$ cat config.mk
export PLATFORM = sky130hd
export DESIGN_NAME = vot3_colect
export DESIGN_NICKNAME = d
export VERILOG_FILES = /design/src/rtl/vot3_colect.sv
export SDC_FILE = /design/constraint.sdc
export NUM_CORES = 1
export LEC_CHECK = 0
export CAP_MARGIN = 20
export CORE_UTILIZATION = 40
export DETAILED_ROUTE_END_ITERATION = 16
export GPL_TIMING_DRIVEN = 0
export PLACE_DENSITY = 0.63
export SLEW_MARGIN = 20
export SYNTH_ARGS = -nofsm -noshare
export SYNTH_HDL_FRONTEND = slang
export SYNTH_SLANG_ARGS = --single-unit
$ cat constraint.sdc
create_clock -name clk -period 2 [get_ports clk]
set_input_delay 0.4 -clock clk [delete_from_list [all_inputs] [get_ports clk]]
set_output_delay 0.4 -clock clk [all_outputs]
set_load 0.01 [all_outputs]
$ cat src/rtl/vot3_colect.sv
// vot3_colect: vote-collection front end for the vot3 majority voter.
// A start pulse opens a session. Each of the three voters records one
// yes/no vote, and the first valid press locks that vote. The session
// closes when all three have voted, or after TIMEOUT_CYCLES edges in
// COLLECT. The DONE state then raises a one-cycle ready strobe.
// Handshake: ready is a one-cycle valid with no back-pressure. v1..v3 are
// valid while ready=1 and stay unchanged until the next session opens.
module vot3_colect #(
  parameter int TIMEOUT_CYCLES = 16,
  localparam int CNT_W = $clog2(TIMEOUT_CYCLES + 1)
) (
  input  logic       clk,
  input  logic       rst_n,
  input  logic       start,
  input  logic [2:0] btn_yes,
  input  logic [2:0] btn_no,
  output logic       v1,
  output logic       v2,
  output logic       v3,
  output logic [2:0] voted,
  output logic       busy,
  output logic       ready,
  output logic       timeout
);

  typedef enum logic [1:0] {
    S_IDLE    = 2'd0,
    S_COLLECT = 2'd1,
    S_DONE    = 2'd2
  } state_e;

  state_e           state_q, state_d;
  logic [CNT_W-1:0] cnt_q, cnt_d;
  logic [2:0]       vote_q, vote_d;
  logic [2:0]       voted_q, voted_d;
  logic             timeout_q, timeout_d;

  // Last COLLECT edge before the session is force-closed.
  localparam logic [CNT_W-1:0] LAST_CNT = CNT_W'(TIMEOUT_CYCLES - 1);

  // State and datapath registers with asynchronous active-low reset.
  always_ff @(posedge clk or negedge rst_n) begin
    if (!rst_n) begin
      state_q   <= S_IDLE;
      cnt_q     <= '0;
      vote_q    <= '0;
      voted_q   <= '0;
      timeout_q <= 1'b0;
    end else begin
      state_q   <= state_d;
      cnt_q     <= cnt_d;
      vote_q    <= vote_d;
      voted_q   <= voted_d;
      timeout_q <= timeout_d;
    end
  end

  // Next-state logic: session open, per-voter vote capture, and exit decision.
  always_comb begin
    state_d   = state_q;
    cnt_d     = cnt_q;
    vote_d    = vote_q;
    voted_d   = voted_q;
    timeout_d = timeout_q;
    unique case (state_q)
      S_IDLE: begin
        if (start) begin
          state_d   = S_COLLECT;
          cnt_d     = '0;
          vote_d    = '0;
          voted_d   = '0;
          timeout_d = 1'b0;
        end
      end
      S_COLLECT: begin
        cnt_d = cnt_q + 1'b1;
        // A press counts only when exactly one of yes/no is high.
        // A simultaneous yes+no press is dropped.
        for (int i = 0; i < 3; i++) begin
          if (!voted_q[i] && (btn_yes[i] ^ btn_no[i])) begin
            vote_d[i]  = btn_yes[i];
            voted_d[i] = 1'b1;
          end
        end
        // Completion takes priority over timeout on the same edge.
        if (&voted_d) begin
          state_d   = S_DONE;
          timeout_d = 1'b0;
        end else if (cnt_q == LAST_CNT) begin
          state_d   = S_DONE;
          timeout_d = 1'b1;
        end
      end
      S_DONE: begin
        state_d = S_IDLE;
      end
      default: begin
        state_d = S_IDLE;
      end
    endcase
  end

  // All outputs decode directly from registers.
  assign v1      = vote_q[0];
  assign v2      = vote_q[1];
  assign v3      = vote_q[2];
  assign voted   = voted_q;
  assign busy    = (state_q != S_IDLE);
  assign ready   = (state_q == S_DONE);
  assign timeout = timeout_q;

endmodule

### Yosys cells after proc, flatten, opt, wreduce, memory -nomap -nowiden

Index checks and enable logic that the tools add are counted.

* equality and inequality tests: 8
* bitwise operators: 3
* reductions and logical operators: 16
* add/sub/neg operators: 1
* muxes and demuxes: 22

Operators with widths (number)
* $reduce_and A3 Y1: 5
* $mux W1: 12
* $pmux W3 S2: 2
* $pmux W5 S2: 1
* $ne A2 B2 Y1 const B: 4
* $mux W2: 3
* $add A5 B1 Y5 const B: 1
* $eq A5 B4 Y1 const B: 1
* $mux W5: 1
* $pmux W2 S2: 1
* $reduce_and A2 Y1: 2
* $reduce_bool A2 Y1: 2
* $logic_and A1 B1 Y1: 3
* $logic_not A1 Y1: 3
* $mux W3: 1
* $ne A3 B3 Y1 const B: 1
* $xor A1 B1 Y1: 3
* $eq A2 B1 Y1 const B: 1
* $eq A2 B2 Y1 const B: 1
* $logic_not A2 Y1: 1
* $pmux W1 S2: 1

* word-level logic and storage cells: 57
* register bits: 14
* output and inout bits: 9
* bits of input ports: 9

### Depth between registers and ports, before layout

Gate-level depths: netlist of the first run.

* word-level depth: 7
* depth in mapped cells: 5
* depth with buffers taken out: 5

### Least setup slack after synthesis of the first run

OpenSTA, ideal clock, no wires.

* path kind: flip-flop to flip-flop
* from: reg cnt_q[0]
* to: reg state_q[0]
* arrival: 1.282 ns
* required time: 1.934 ns
* library setup time: 0.066 ns
* stages on the path, launching flop included: 6
* path slack: 0.652 ns
* period minus slack after synthesis: 1.348 ns
* buffers on the path: 0
* cells stage by stage: dfrtp_1 -> ha_1 -> and3_1 -> ha_1 -> nor3b_1 -> a221o_1

* word-level cells in the longest chain between the ends: 3

RTL lines
* start, declared: line 33 `logic [CNT_W-1:0] cnt_q, cnt_d;`
* start signal, assigned: line 51 `cnt_q <= cnt_d;`
* $eq A5 B4 Y1: line 89 `end else if (cnt_q == LAST_CNT) begin`
* $ne A3 B3 Y1 (no line)
* $reduce_and A2 Y1 (no line)
* end signal, assigned: line 50 `state_q <= state_d;`
* end, declared: line 32 `state_e state_q, state_d;`

No other way between the ends.
A chain may end at the register's enable or synchronous reset.

### Worst setup path after layout of the first run

* from: reg state_q[0]
* to: out busy

* word-level cells in the longest chain between the ends: 1

RTL lines
* $reduce_bool A2 Y1: line 108 `assign busy = (state_q != S_IDLE);`
* end, declared: line 21 `output logic busy,`

No other way between the ends.

==> results of run 1 <==
==> per-stage QoR <==
stage	instances	setup slack, ns	area [um2]	total power [uW]	hold WS, ns
final	132	0.0807	1000	1350	0.505
after floorplan	88	0.652	781	914	0.104
after global routing	132	0.0232	1000	1470	0.540
after CTS	132	0.0279	1000	1350	0.514
after detailed placement	130	0.189	982	1200	0.492
after global placement	130	0.183	982	1180	0.471
==> cell usage in the layout, fill, tap and decap left out, types with 2 or more instances in the layout <==
cell             synthesis  layout
nor2_1                   5       5
nand2b_1                 3       3
clkbuf_4                 0       3
ha_1                     2       2
xor2_1                   2       2
a21oi_1                  6       6
a22o_1                   3       3
nand2_1                 10      10
o21ai_0                  4       4
inv_1                    4       4
o21ai_1                  6       6
dfrtp_1                 14      13
nor2b_1                  3       3
a31oi_1                  6       6
clkdlybuf4s50_1          0      16
==> power groups by stage <==
stage,logic (uW),clock network [uW],registers [uW]
after floorplan,410,0,504
after global placement,692,0,492
after detailed placement,702,0,496
after CTS,690,167,492
after global routing,780,177,509
final,692,162,494
==> registers in the layout (all words and copies together), names as in the netlist <==
signal and flops:
voted 3, timeout 1, state_q 2, vote_q 3, cnt_q 5
==> metal layers <==
metal	global-route usage [%]	vias to the layer above	part of all wire, %
li1	-	351	-
met1	25.7	333	49
met2	27.9	24	44
met3	2.35	4	5.8
met4	8.82	0	1.5
met5	0	-	0
==> cell families after synthesis <==
group | count (synthesis)
compound gates | 30
buf+inv | 8
simple gates | 30
xor+xnor | 3
flops | 14
mux | 1
fa+ha+maj | 2
==> worst paths after layout <==
check                                   to  slack [ns]  cells after the start
worst max-delay path                  busy        0.08                      3
worst min-delay path              cnt_q[2]        0.50                      1
worst max register to register  state_q[0]        0.50                      5
worst min register to register    cnt_q[4]        0.51                      2
max in group asynchronous       state_q[1]        1.05                      1
min in group clk                  cnt_q[4]        0.51                      2
==> area by class of cell <==
class	count	area, um2
plain buffers	2	12.5
fillers	166	781
repair buffers	17	169
flip-flops and latches	14	352
clock buffers	3	22.5
well taps	25	31.3
inverters	5	18.8
multi-input cells	66	397
==> worst max-delay path, delay by kind of cell (launching register included) <==
family,cells,cell delay [ns]
buf+inv,2,0.66
flops,1,0.37
simple gates,1,0.21
==> metrics.cfg, run 1 <==
[outcome]
status=complete, no violations

[floorplanning]
fp-row-count=15
io_pins=18
dieArea_um2=2130
fp.coreArea_um2=1780
die_h_um=46.2
die_w_um=46.2
initial_utilization_pct=43.8

[routing]
wl_per_cell_um=12.6
drcViolationCount=0
drt_iter0_drc=20
drt_first_pass_iters=5
dr_total_vias=712
drtAntennaViolNets=0
vias_per_cell=5.39
routed_wl_um=1660

[power_and_ir_drop]
ir_worst_vdd_mv=0.781
power-per-cell-area_nw_per_um2=1340
seqPwrFrac_pct=36.7
p_comb_share_pct=51.3
leakagePower_uw=0.000448
internal_power_uw=804
p_sw_uw=544
switching_share_pct=40.4
power.share.clock_pct=12.0

[clock_tree]
htreeDepth=1
tritoncts=built
cts_buffer_depth=2
cts_buffers=3
post_cts_resize_count=2
cts.hold.buffers_added=0
clockRootBuffer=clkbuf_4
path_clk_slew_ns=0.08
post_cts_buffers=0
clock_latency_ns=0.28
clock_sinks=14

[synthesis]
syn-num-nets=99
synth.top_cell.area_share_pct=44.9
yosys_warnings=0
synthAdderAreaFrac_pct=3.21
synth_edf_count=0
syn-cell-area_um2=781
synth-compound-area-share_pct=23.4
synth_common_cells=dfrtp_1, nand2_1, a21oi_1, a31oi_1, o21ai_1
synthCells=88
synth.most_common_cell=dfrtp_1
yosys.area.top_type=dfrtp_1
avgSynthCellArea_um2=8.87
synth_flop_cell=dfrtp_1
synth.distinct_cells=31
synth_simple_gate_area_share_pct=19.6
synth.yosys.seq_area_share_pct=44.9
synth_top_family_by_area=compound AO/OA/AOI/OAI gates
ys_top_cells_by_area=dfrtp_1, a31oi_1, nand2_1
synth_mux_area_share_pct=1.28
synthArstFlopShare_pct=100
synthXorXnorAreaFrac_pct=3.37
ys_ff_latch=14

[grt]
grt_usage_pct=18.4
grt_antenna_before_repair=0
grt_pass1_vias=619
grt_pass1_wl_um=2730
grt_overflow=0
grt_max_degree=19

[setup_path]
startpoint=state_q[0]
path_class=reg2out
cpMaxStageDelayCell=clkdlybuf4s50_1
cp_slowest_stage_delay_ns=0.47
critPathLaunchType=register
crit_fanout=18
path_cells=buf_4 > or2_1 > clkdlybuf4s50_1
crit_required_ns=1.60
worstSetupEndpointType=primary output
crit_arrival_ns=1.52
worstReg2RegStart=cnt_q[0]

[layout]
diodes=0
final_nets=120
final_util_pct=56.2
area_growth_pct=28.4
drive_gt1_share_pct=8.41

[sta]
clock.fmax_mhz=521
tightest_slew_ns=0.634
fin_crit_ns=1.92
hold_viol=0
finalCritPeriodShare_pct=96.0
setup_viol=0
rsz0062_at_grt=false
fin_skew_ns=0.00261
finalMaxSlewViolations=0
finalSetupTns_ns=0
slew_headroom_pct=57.6

[placement]
io_buffers=17
gp_congestion=0.723
dp_hpwl_um=1240

[worst_hold_path]
hp-class=in2async

[run]
maxCapViolCount=0

Note: power is estimated with default switching activity, not from simulation.
==> run 2: changes to the inputs <==
--- a/config.mk
+++ b/config.mk
@@ -15,2 +15,3 @@
 export SYNTH_HDL_FRONTEND = slang
 export SYNTH_SLANG_ARGS = --single-unit
+export TNS_END_PERCENT = 10
==> constraint.sdc (replaced) <==
create_clock -name clk -period 2 [get_ports clk]
set_input_delay 0.3 -clock clk [delete_from_list [all_inputs] [get_ports clk]]
set_output_delay 0.3 -clock clk [all_outputs]
set_load 0.01 [all_outputs]
==> metrics.cfg, run 2 (synthesis gave the netlist of run 1 again) <==
[outcome]
status=complete, no violations

[grt]
grt_pass1_wl_um=2790  ; +2.0%
grt_antenna_before_repair=0  ; unchanged
grt_usage_pct=18.9  ; +0.49 points
grt_overflow=0  ; unchanged
grt_pass1_vias=614  ; -0.81%
grt_max_degree=15  ; -4

[clock_tree]
clock_sinks=14  ; unchanged
clock_latency_ns=0.28  ; about the same
htreeDepth=1  ; unchanged
clockRootBuffer=clkbuf_4
cts_buffers=3  ; unchanged
path_clk_slew_ns=0.08  ; about the same
tritoncts=built
cts_buffer_depth=2  ; unchanged

[floorplanning]
fp.coreArea_um2=1780  ; unchanged
fp-row-count=15  ; unchanged
io_pins=18  ; unchanged
die_w_um=46.2  ; unchanged
die_h_um=46.2  ; unchanged
dieArea_um2=2130  ; unchanged
initial_utilization_pct=43.8  ; unchanged

[placement]
io_buffers=17  ; unchanged
dp_hpwl_um=1240  ; unchanged
post_dp_cell_area_um2=982  ; unchanged
gp_congestion=0.723  ; unchanged

[setup_path]
cp_num_buf_inv=3  ; +1
critPathTopFamily=buffers and inverters
worstSetupEndpointType=primary output
path_cells=buf_2 > buf_4 > or2_1 > dlymetal6s2s_1
crit_required_ns=1.70  ; +0.10 ns
cp_slowest_stage_delay_ns=0.36  ; -0.11 ns
cpMaxStageDelayCell=dfrtp_1
crit_arrival_ns=1.36  ; -0.16 ns
crit_fanout=10  ; -8
critPathLaunchType=register
path_class=reg2out

[power_and_ir_drop]
power.share.clock_pct=11.7  ; -0.3 points
switching_share_pct=40.3  ; -0.10 points
seqPwrFrac_pct=36.3  ; -0.4 points
p_sw_uw=545  ; +0.25%
power-per-cell-area_nw_per_um2=1340  ; -0.61%
ir_worst_vdd_mv=0.829  ; +6.1%
leakagePower_uw=0.000474  ; +5.7%
p_comb_share_pct=52.0  ; +0.7 points
internal_power_uw=809  ; +0.68%

[layout]
multi_input_area_um2=397  ; unchanged
area_growth_pct=29.8
final_util_pct=56.8  ; +0.63 points
n_fill_cell=168  ; +1.2%
final_cell_mix=clkdlybuf4s50_1, dfrtp_1, nand2_1
regArea_um2=352  ; unchanged
final_area_um2=1010  ; +1.1%
layout_commonest_cell=clkdlybuf4s50_1
diodes=0  ; unchanged
final_nets=121  ; +0.83%
regMostFlops=cnt_q
drive_gt1_share_pct=9.26  ; +0.85 points
largest_register_ffs=5  ; unchanged

[sta]
rsz0062_at_grt=false
finalSetupTns_ns=0  ; unchanged
finalCritPeriodShare_pct=83.2  ; -13 points
fin_skew_ns=0.00328  ; +0.000666 ns
tightest_slew_ns=0.632  ; -0.00260 ns
slew_headroom_pct=57.8  ; +0.17 points
finalMaxSlewViolations=0  ; unchanged
fin_crit_ns=1.66  ; -0.256 ns
clock.fmax_mhz=601  ; +15%
hold_slack_ns=0.408  ; -0.0963 ns
hold_viol=0  ; unchanged
setup_viol=0  ; unchanged

[routing]
drcViolationCount=0  ; unchanged
drt_first_pass_iters=4  ; -1
vias_per_cell=5.24  ; -2.8%
drtAntennaViolNets=0  ; unchanged
wl_per_cell_um=12.7  ; +1.3%
dr_total_vias=697  ; -2.1%
routed_wl_um=1690  ; +2.1%
drt_iter0_drc=21  ; +5.0%

[run]
maxCapViolCount=0  ; unchanged

[worst_hold_path]
hp-class=in2async

[run 2: cell count changes in the layout (fill, tap and decap cells not counted), sizes merged]
| cell | change |
|---|---|
| clkdlybuf4s50 | -1 |
| dlygate4sd2 | -1 |
| dlymetal6s2s | +2 |
| buf | +1 |
[run 2: repair_timing]
item | 4_1_cts | 5_1_grt
endpoints found under the hold margin | 0 | 0
buffers inserted | 0 | 0
hold buffers | 0 | 0
endpoints found under the setup margin | 2 | 2
gates resized for setup | 2 | 2
[run 2: final timing paths]
path	from	cells past startpoint	slack (ns)	end
max in group asynchronous	rst_n	1	1.15	state_q[1]
min reg2reg	cnt_q[4]	2	0.51	cnt_q[4]
max	state_q[0]	4	0.34	busy
min	rst_n	1	0.41	state_q[0]
min in group clk	cnt_q[4]	2	0.51	cnt_q[4]
max reg2reg	cnt_q[0]	5	0.50	state_q[0]
[run 2: cell type report]
| cell class | count | area share (%) |
|---|---|---|
| repair buffers | 17 | 17.3 |
| well taps | 25 | 3.09 |
| flip-flops and latches | 14 | 34.7 |
| plain buffers | 3 | 1.73 |
| inverters | 5 | 1.85 |
| clock buffers | 3 | 2.22 |
| multi-input cells | 66 | 39.1 |
[run 2: power groups by stage]
stage	clock network [uW]	registers, uW	logic (uW)
CTS	167	492	713
floorplan	0	504	410
detailed placement	0	496	702
global placement	0	492	692
finish	159	491	704
global route	177	508	796
[run 2: worst reg2reg max path, delay by kind of cell, from the launching register on]
family	cells	cell delay, ns
flops	1	0.40
compound gates	1	0.31
simple gates	2	0.26
fa+ha+maj	2	0.42
[run 2: per-layer routing]
metal  up-vias  wire length (um)  track usage [%]
met5         -                 0                0
met4         0                24             8.82
met3         4                73             2.35
met2        17               740             28.7
met1       323               855             26.5
li1        353                 -                -
[run 2: stage by stage]
step           cells  total power (uW)  worst slack [ns]
2_1_floorplan     88               914             0.652
3_3_place_gp     130              1180             0.283
3_5_place_dp     130              1200             0.289
4_1_cts          133              1370            0.0224
5_1_grt          133              1480             0.267
6_report         133              1350             0.336
